===== config.mk =====
export PLATFORM = sky130hd
export DESIGN_NAME = i2c_reg_access_ctrl
export DESIGN_NICKNAME = d
export VERILOG_FILES = /design/src/rtl/i2c_reg_access_ctrl.sv
export SDC_FILE = /design/constraint.sdc
export NUM_CORES = 1
export LEC_CHECK = 0
export ABC_CLOCK_PERIOD_IN_PS = 2260
export BUFFER_PORTS_ARGS = -buffer_cell sky130_fd_sc_hd__buf_4
export CORE_MARGIN = 3
export CORE_UTILIZATION = 30
export DETAILED_ROUTE_END_ITERATION = 10
export PLACE_DENSITY_LB_ADDON = 0.2
export SYNTH_ARGS = -nofsm -noshare
export SYNTH_HDL_FRONTEND = slang
export SYNTH_SLANG_ARGS = --single-unit

===== constraint.sdc =====
create_clock -name clk -period 2.26 [get_ports clk]
set_input_delay 0.452 -clock clk [delete_from_list [all_inputs] [get_ports clk]]
set_output_delay 0.452 -clock clk [all_outputs]
set_load 0.02 [all_outputs]

===== src/rtl/i2c_reg_access_ctrl.sv =====
// Register read/write sequencer for i2c_master: expands one request into the
// I2C command sequence and reports read data and slave NACK.
module i2c_reg_access_ctrl #(
   parameter int unsigned REG_ADDR_BYTES = 1
) (
   input  logic        clk,
   input  logic        reset_n,
   input  logic        req_valid,
   output logic        req_ready,
   input  logic        req_rnw,
   input  logic [6:0]  req_dev_addr,
   input  logic [15:0] req_reg_addr,
   input  logic [7:0]  req_wdata,
   output logic        rsp_valid,
   output logic [7:0]  rsp_rdata,
   output logic        rsp_nack,
   output logic [2:0]  m_cmd,
   output logic [7:0]  m_din,
   output logic        m_wr_i2c,
   input  logic        m_ready,
   input  logic        m_done_tick,
   input  logic        m_ack,
   input  logic [7:0]  m_dout
);

   localparam int unsigned STEP_W = 4;

   localparam logic [2:0] S_IDLE  = 3'd0;
   localparam logic [2:0] S_ISSUE = 3'd1;
   localparam logic [2:0] S_GUARD = 3'd2;
   localparam logic [2:0] S_WAIT  = 3'd3;
   localparam logic [2:0] S_RESP  = 3'd4;

   localparam logic [2:0] CMD_START   = 3'b000;
   localparam logic [2:0] CMD_WR      = 3'b001;
   localparam logic [2:0] CMD_RD      = 3'b010;
   localparam logic [2:0] CMD_STOP    = 3'b011;
   localparam logic [2:0] CMD_RESTART = 3'b100;

   logic [2:0]        state, state_n;
   logic [STEP_W-1:0] step, step_n;
   logic              ack_err, ack_err_n;
   logic [7:0]        rd_byte, rd_byte_n;
   logic              done_seen, done_seen_n;
   logic              req_ready_n, rsp_valid_n, rsp_nack_n, m_wr_i2c_n;
   logic [7:0]        rsp_rdata_n, m_din_n;
   logic [2:0]        m_cmd_n;

   logic              rnw_q;
   logic [6:0]        dev_q;
   logic [15:0]       reg_q;
   logic [7:0]        wdata_q;

   logic              accept;
   logic [STEP_W-1:0] eff_step;
   logic [2:0]        step_cmd;
   logic [7:0]        step_din;
   logic              is_byte;

   assign accept  = (state == S_IDLE) && req_ready && req_valid;
   assign is_byte = (m_cmd == CMD_WR) || (m_cmd == CMD_RD);

   // Single-byte addressing skips the reg_hi slot of the common step table
   assign eff_step = step + (((REG_ADDR_BYTES == 32'd1) && (step >= STEP_W'(2)))
                             ? STEP_W'(1) : STEP_W'(0));

   // Step table: command and data byte for the current step
   always_comb begin
      step_cmd = CMD_STOP;
      step_din = 8'h00;
      case (eff_step)
         STEP_W'(0): step_cmd = CMD_START;
         STEP_W'(1): begin step_cmd = CMD_WR; step_din = {dev_q, 1'b0}; end
         STEP_W'(2): begin step_cmd = CMD_WR; step_din = reg_q[15:8]; end
         STEP_W'(3): begin step_cmd = CMD_WR; step_din = reg_q[7:0]; end
         STEP_W'(4): begin
            if (rnw_q) step_cmd = CMD_RESTART;
            else begin step_cmd = CMD_WR; step_din = wdata_q; end
         end
         STEP_W'(5): begin
            if (rnw_q) begin step_cmd = CMD_WR; step_din = {dev_q, 1'b1}; end
            else step_cmd = CMD_STOP;
         end
         STEP_W'(6): begin step_cmd = CMD_RD; step_din = 8'h01; end
         default: begin step_cmd = CMD_STOP; step_din = 8'h00; end
      endcase
   end

   // Next-state and next-output logic
   always_comb begin
      state_n     = state;
      step_n      = step;
      ack_err_n   = ack_err;
      rd_byte_n   = rd_byte;
      done_seen_n = done_seen;
      req_ready_n = 1'b0;
      rsp_valid_n = 1'b0;
      rsp_rdata_n = rsp_rdata;
      rsp_nack_n  = rsp_nack;
      m_cmd_n     = m_cmd;
      m_din_n     = m_din;
      m_wr_i2c_n  = 1'b0;
      case (state)
         S_IDLE: begin
            req_ready_n = 1'b1;
            if (accept) begin
               state_n     = S_ISSUE;
               req_ready_n = 1'b0;
               step_n      = '0;
               ack_err_n   = 1'b0;
               rd_byte_n   = 8'h00;
               done_seen_n = 1'b0;
            end
         end
         S_ISSUE: begin
            if (m_ready) begin
               // A NACK short-circuits the remaining steps straight to STOP
               m_cmd_n     = ack_err ? CMD_STOP : step_cmd;
               m_din_n     = ack_err ? 8'h00 : step_din;
               m_wr_i2c_n  = 1'b1;
               done_seen_n = 1'b0;
               state_n     = S_GUARD;
            end
         end
         S_GUARD: state_n = S_WAIT;
         S_WAIT: begin
            if (is_byte && m_done_tick) begin
               done_seen_n = 1'b1;
               if (m_cmd == CMD_WR) ack_err_n = ack_err | m_ack;
               else                 rd_byte_n = m_dout;
            end
            if (m_ready && (!is_byte || done_seen || m_done_tick)) begin
               if (m_cmd == CMD_STOP) begin
                  state_n     = S_RESP;
                  rsp_valid_n = 1'b1;
                  rsp_nack_n  = ack_err_n;
                  rsp_rdata_n = (rnw_q && !ack_err_n) ? rd_byte_n : 8'h00;
               end else begin
                  step_n  = step + STEP_W'(1);
                  state_n = S_ISSUE;
               end
            end
         end
         S_RESP: begin
            state_n     = S_IDLE;
            req_ready_n = 1'b1;
         end
         default: state_n = S_IDLE;
      endcase
   end

   always_ff @(posedge clk or negedge reset_n) begin
      if (!reset_n) begin
         state     <= S_IDLE;
         step      <= '0;
         ack_err   <= 1'b0;
         rd_byte   <= 8'h00;
         done_seen <= 1'b0;
         req_ready <= 1'b0;
         rsp_valid <= 1'b0;
         rsp_rdata <= 8'h00;
         rsp_nack  <= 1'b0;
         m_cmd     <= CMD_START;
         m_din     <= 8'h00;
         m_wr_i2c  <= 1'b0;
      end else begin
         state     <= state_n;
         step      <= step_n;
         ack_err   <= ack_err_n;
         rd_byte   <= rd_byte_n;
         done_seen <= done_seen_n;
         req_ready <= req_ready_n;
         rsp_valid <= rsp_valid_n;
         rsp_rdata <= rsp_rdata_n;
         rsp_nack  <= rsp_nack_n;
         m_cmd     <= m_cmd_n;
         m_din     <= m_din_n;
         m_wr_i2c  <= m_wr_i2c_n;
      end
   end

   // Request capture
   always_ff @(posedge clk or negedge reset_n) begin
      if (!reset_n) begin
         rnw_q   <= 1'b0;
         dev_q   <= 7'h00;
         reg_q   <= 16'h0000;
         wdata_q <= 8'h00;
      end else if (accept) begin
         rnw_q   <= req_rnw;
         dev_q   <= req_dev_addr;
         reg_q   <= req_reg_addr;
         wdata_q <= req_wdata;
      end
   end

endmodule

; ---- Yosys cells after proc, flatten, opt, wreduce, memory -nomap -nowiden
; Index checks and enable logic that the tools add are counted.
[totals]
ff_bits = 72
latchBits = 0
mem_bits_rw = 0
rom_bits = 0
inputBits = 46
out_inout_bits = 23
elab_cells = 97
n_memories = 0
[op_classes]
add_sub_neg = 2
multipliers = 0
div = 0
order_cmp = 1
n_eq_ne = 18
shifts = 0
n_mux = 38
bitwise_logic = 1
n_reduce_logical = 21
[op_table]
columns = op, count
row1 = $mux W8, 7
row2 = $pmux W8 S6, 1
row3 = $mux W3, 6
row4 = $pmux W8 S2, 1
row5 = $pmux W3 S5, 1
row6 = $mux W1, 13
row7 = $eq A3 B2 Y1 const B, 4
row8 = $eq A4 B3 Y1 const B, 3
row9 = $mux W4, 3
row10 = $pmux W3 S4, 1
row11 = $ne A2 B2 Y1 const B, 5
row12 = $eq A4 B2 Y1 const B, 2
row13 = $pmux W4 S2, 1
row14 = $reduce_and A4 Y1, 2
row15 = $eq A3 B1 Y1 const B, 2
row16 = $reduce_and A3 Y1, 2
row17 = $logic_and A1 B1 Y1, 5
row18 = $add A4 B1 Y4, 1
row19 = $add A4 B1 Y4 const B, 1
row20 = $eq A4 B1 Y1 const B, 1
row21 = $ge A4 B2 Y1 const B, 1
row22 = $logic_not A4 Y1, 1
row23 = $pmux W1 S2, 2
row24 = $reduce_and A2 Y1, 2
row25 = 10 further kinds, 13

; ---- Longest topological paths before layout
[depth]
word_depth = 8
depth_mapped = 12
ltp_nobuf = 11

; ---- Worst setup path after synthesis
; Ideal clock, no wire load.
[synth_path]
path_type = register to register
start = register step[2]
end = register m_din[6]
setup_time_ps = 138
arrival_ps = 2178
required_ps = 2122
slack_ps = -57
stages_incl_launch_ff = 12
path_buffers = 2
period_less_slack_ps = 2317
cell_sequence = dfrtp_1 -> buf_2 -> nor2_1 -> nand2_1 -> ha_1 -> ha_1 -> buf_2 -> nor2_1 -> nand3b_1 -> nand2_1 -> a222oi_1 -> a22oi_2
[synth_between]
elab_chain_cells = 6
[synth_lines]
columns = item, line_no
row1 = from (decl), 41  ; logic [STEP_W-1:0] step, step_n;
row2 = from (signal assigned), 168  ; step <= step_n;
row3 = $ge A4 B2 Y1, 64  ; assign eff_step = step + (((REG_ADDR_BYTES == 32'd1) && (step >= STEP_W'(2)))
row4 = $mux W1, 65  ; ? STEP_W'(1) : STEP_W'(0));
row5 = $add A4 B1 Y4 (*), 64
row6 = "$eq A4 B3 Y1, or another cell as far along", 71  ; case (eff_step)
row7 = $pmux W8 S6 (*), 71
row8 = $mux W8 (*), 119  ; m_din_n = ack_err ? 8'h00 : step_din;
row9 = to (signal assigned), 177  ; m_din <= m_din_n;
row10 = to (decl), 18  ; output logic [7:0] m_din,
; Mark *: on every way between the ends. The rest lies on a longest branch, timed or not.
; A chain may end at the register's enable or synchronous reset.

; ---- Worst setup path after layout
[layout_path]
start = register step[1]
end = register m_din[6]
; Same word-level chain as after synthesis.

==> results.py <==
metrics = {
    "run_status": {
        "status": "finished, final reports clean",
    },
    "critical_path": {
        "crit_fanout": 8,
        "worstPathArrival_ns": 2.32,
        "crit_type": "register to register",
        "worstSetupStartpoint": "step[1]",
        "worstPathCellList": "buf_4, nor2_1, nand2_1, ha_4, ha_4, nor4_2, nand4_1, nand2_2, a222oi_1, a22oi_2",
        "start_kind": "register",
        "slowest_stage": "dfrtp_2",
        "cp_common_cell": "ha_4",
        "slowest_delay_ns": 0.40,
        "r2r_slack_ns": 0.14,
        "rr_startpoint": "step[1]",
        "end_kind": "register",
        "required_ns": 2.46,
    },
    "finish": {
        "regArea_sq_um": 1800,
        "multiInputGateArea_sq_um": 1610,
        "fillCellCount": 1087,
        "num_antenna_cells": 0,
        "nNetsFinal": 428,
        "instances_no_fill": 523,
        "area_growth_pct": 32.6,
        "drive_gt1_share_pct": 41.0,
        "final_area_sq_um": 4640,
    },
    "synthesis": {
        "synthTopCellsByArea": "dfrtp_1 (51%), mux2_2 (9.0%), nand2_1 (3.6%), mux2_1 (3.2%), mux2i_1 (2.6%)",
        "syn_nets": 349,
        "syn-cell-area_sq_um": 3500,
        "yosysWarnings": 0,
        "async_reset_ff_share_pct": 100,
        "synth_edf_count": 0,
        "synth_ff_type": "dfrtp_1",
        "synth-seq-area-share_pct": 51.5,
        "synth.largest_area_cell": "dfrtp_1",
        "syn_inst": 299,
        "synth_top_area_share_pct": 51.5,
        "syn_area_per_cell_sq_um": 11.7,
        "synth_seq_cells": 72,
        "synthDistinctLibCells": 54,
    },
    "drt": {
        "drt_iter0_drc": 89,
        "vias": 2625,
        "drt-total-wl_microns": 8390,
        "routedWlPerCell_microns": 16.0,
        "firstDrtPassIters": 4,
        "routed_via_density": 5.02,
        "route.antenna.remaining_nets": 0,
        "drc_errors": 0,
    },
    "placed_design": {
        "dp_cells": 507,
        "place.gp.congestion": 0.806,
        "io_buffers": 68,
        "dp_hpwl_microns": 6130,
        "placed_cell_area_sq_um": 4250,
        "pre_cts_ws_ns": -0.00291,
    },
    "clock_tree": {
        "root_buffer": "clkbuf_16",
        "numCtsBuffers": 9,
        "cts_setup_buffers": 0,
        "clkLatencyLatePin_ns": 0.34,
        "htreeDepth": 3,
        "clock_path_buffers": 2,
        "clock_sinks": 72,
        "clk_pin_slew_worst_paths_ns": 0.06,
        "ctsHoldBuffers": 0,
        "cts_tree": "done",
    },
    "die": {
        "design.portCount": 69,
        "die_area_sq_um": 13000,
        "die_h_microns": 114,
        "core_sq_um": 11100,
        "dieWidth_microns": 114,
        "fp-row-count": 38,
        "start_util_pct": 31.5,
    },
    "power_and_ir_drop": {
        "power.share.clock_pct": 27.0,
        "power_uw": 6100,
        "ir_drop_uv": 441,
        "power.internal_uw": 4050,
        "power_frac_seq_pct": 35.4,
        "p_comb_share_pct": 37.6,
        "switching_share_pct": 33.7,
        "p_switching_uw": 2060,
        "leakage_uw": 0.00205,
        "pwr_density_cell_nw_per_um2": 1320,
    },
    "grt": {
        "grt_max_degree": 38,
        "antenna_found_initial": 0,
        "grt.total_usage_pct": 13.7,
        "grt_overflow": 0,
        "grt_pass1_vias": 2651,
        "grt_pass1_wl_microns": 13800,
    },
    "run": {
        "max-cap-violations": 0,
    },
    "timing": {
        "layout_min_cycle_time_ns": 2.12,
        "period_share_pct": 93.6,
        "max_slew_margin_pct": 68.4,
        "fin_skew_ns": 0.00786,
        "setup_violations": 0,
        "fmax_mhz": 473,
        "worst_slew_pin_slew_ns": 0.475,
        "slew_viol_final": 0,
        "rsz0062_at_grt": "no",
        "hold_viol": 0,
        "fin_ws_ns": 0.144,
        "hold_ws_ns": 0.0813,
    },
    "hold_path": {
        "min_path_type": "input port to asynchronous set/reset pin",
    },
}
## cells in the mapped netlist, types with 2 or more instances
master,n
dfrtp_1,72
nand2_1,34
mux2_2,28
mux2_1,10
nor2_1,10
buf_2,9
mux2i_1,9
o21ai_1,9
a21oi_1,8
a22o_1,8
a222oi_1,7
a22oi_2,7
inv_1,7
o21ai_0,7
nand3b_1,5
nor3_1,5
buf_4,4
clkbuf_1,4
ha_1,4
a31oi_1,3
nand2b_1,3
nand3_1,3
nand4_1,3
nor4_1,3
o41ai_1,3
buf_6,2
nor2_4,2
nor3b_1,2
nor4b_1,2
o22a_1,2
## critical path, delay by kind of cell, from the launching register on
| kind | cells | cell delay [ns] |
|---|---|---|
| buf+inv | 1 | 0.16 |
| fa+ha+maj | 2 | 0.48 |
| compound gates | 2 | 0.47 |
| flops | 1 | 0.40 |
| simple gates | 5 | 0.49 |
## logic make-up after synthesis
family          Yosys count  share of synthesized area (%)
xor+xnor                  3                          0.965
buf+inv                  27                           4.07
simple gates             81                           12.3
fa+ha+maj                 4                           1.43
compound gates           65                           15.0
flops                    72                           51.5
mux                      47                           14.8
## through the flow
stage / utilization (%) / TNS, ns
after CTS: 41.3 / 0
after global routing: 41.7 / 0
after detailed placement: 38.2 / -0.00291
after global placement: 38.2 / 0
final: 41.7 / 0
after floorplan: - / 0
## area by class of cell
class                      count  share of cell area, %
timing repair buffer          87                   14.6
sequential                    72                   38.8
inverter                       8                  0.647
tap                          140                   3.77
multi-input combinational    200                   34.7
clock inverter                 5                   2.24
clock buffer                  11                   5.23
## per-layer routing
| metal | track usage, % | wire length [microns] |
|---|---|---|
| met3 | 2.71 | 310 |
| met5 | 0 | 0 |
| met4 | 7.21 | 204 |
| met1 | 17.7 | 3840 |
| met2 | 21.8 | 4040 |
## power groups by stage
stage          sequential (uW)  clock (uW)  combinational [uW]
5_1_grt                   2230        1740                2530
6_report                  2160        1650                2290
2_1_floorplan             2180           0                1480
3_3_place_gp              2170           0                2200
4_1_cts                   2160        1680                2230
3_5_place_dp              2170           0                2220
## worst paths after layout
path | endpoint | cells past startpoint
max in group asynchronous | rsp_rdata[7] | 2
hold / removal | reg_q[9] | 1
setup reg to reg | m_din[6] | 10
min in group clk | reg_q[0] | 3
setup / recovery | m_din[6] | 10
hold reg to reg | wdata_q[0] | 1
## timing repair
action                                  in CTS  in global routing
resized for setup                            1                  7
pin swaps                                    0                  5
endpoints found under the setup margin       2                  9
## registers in the layout, summed over array words and instances (netlist names), 3 cells and up
register and count:
reg_q 16, m_din 8, rd_byte 8, rsp_rdata 8, wdata_q 8, dev_q 7
step 4, m_cmd 3, state 3
## cell usage in the layout, fill, tap and decap left out, types with 3 or more instances in the layout
cell       count
nor3_1         5
nand2b_1       3
o21ai_1        9
bufinv_16      3
nand3_1        3
nand4_1        3
nand2_1       33
mux2i_1        9
a222oi_1       7
mux2_2        28
nand3b_1       5
mux2_1        10
nor2_1         9
o21ai_0        7
a22o_1         8
inv_1          7
dfrtp_1       71
a21oi_1        8
o41ai_1        3
a22oi_2        7
clkbuf_16      9
buf_4         85
(Power assumes the default switching activity.)
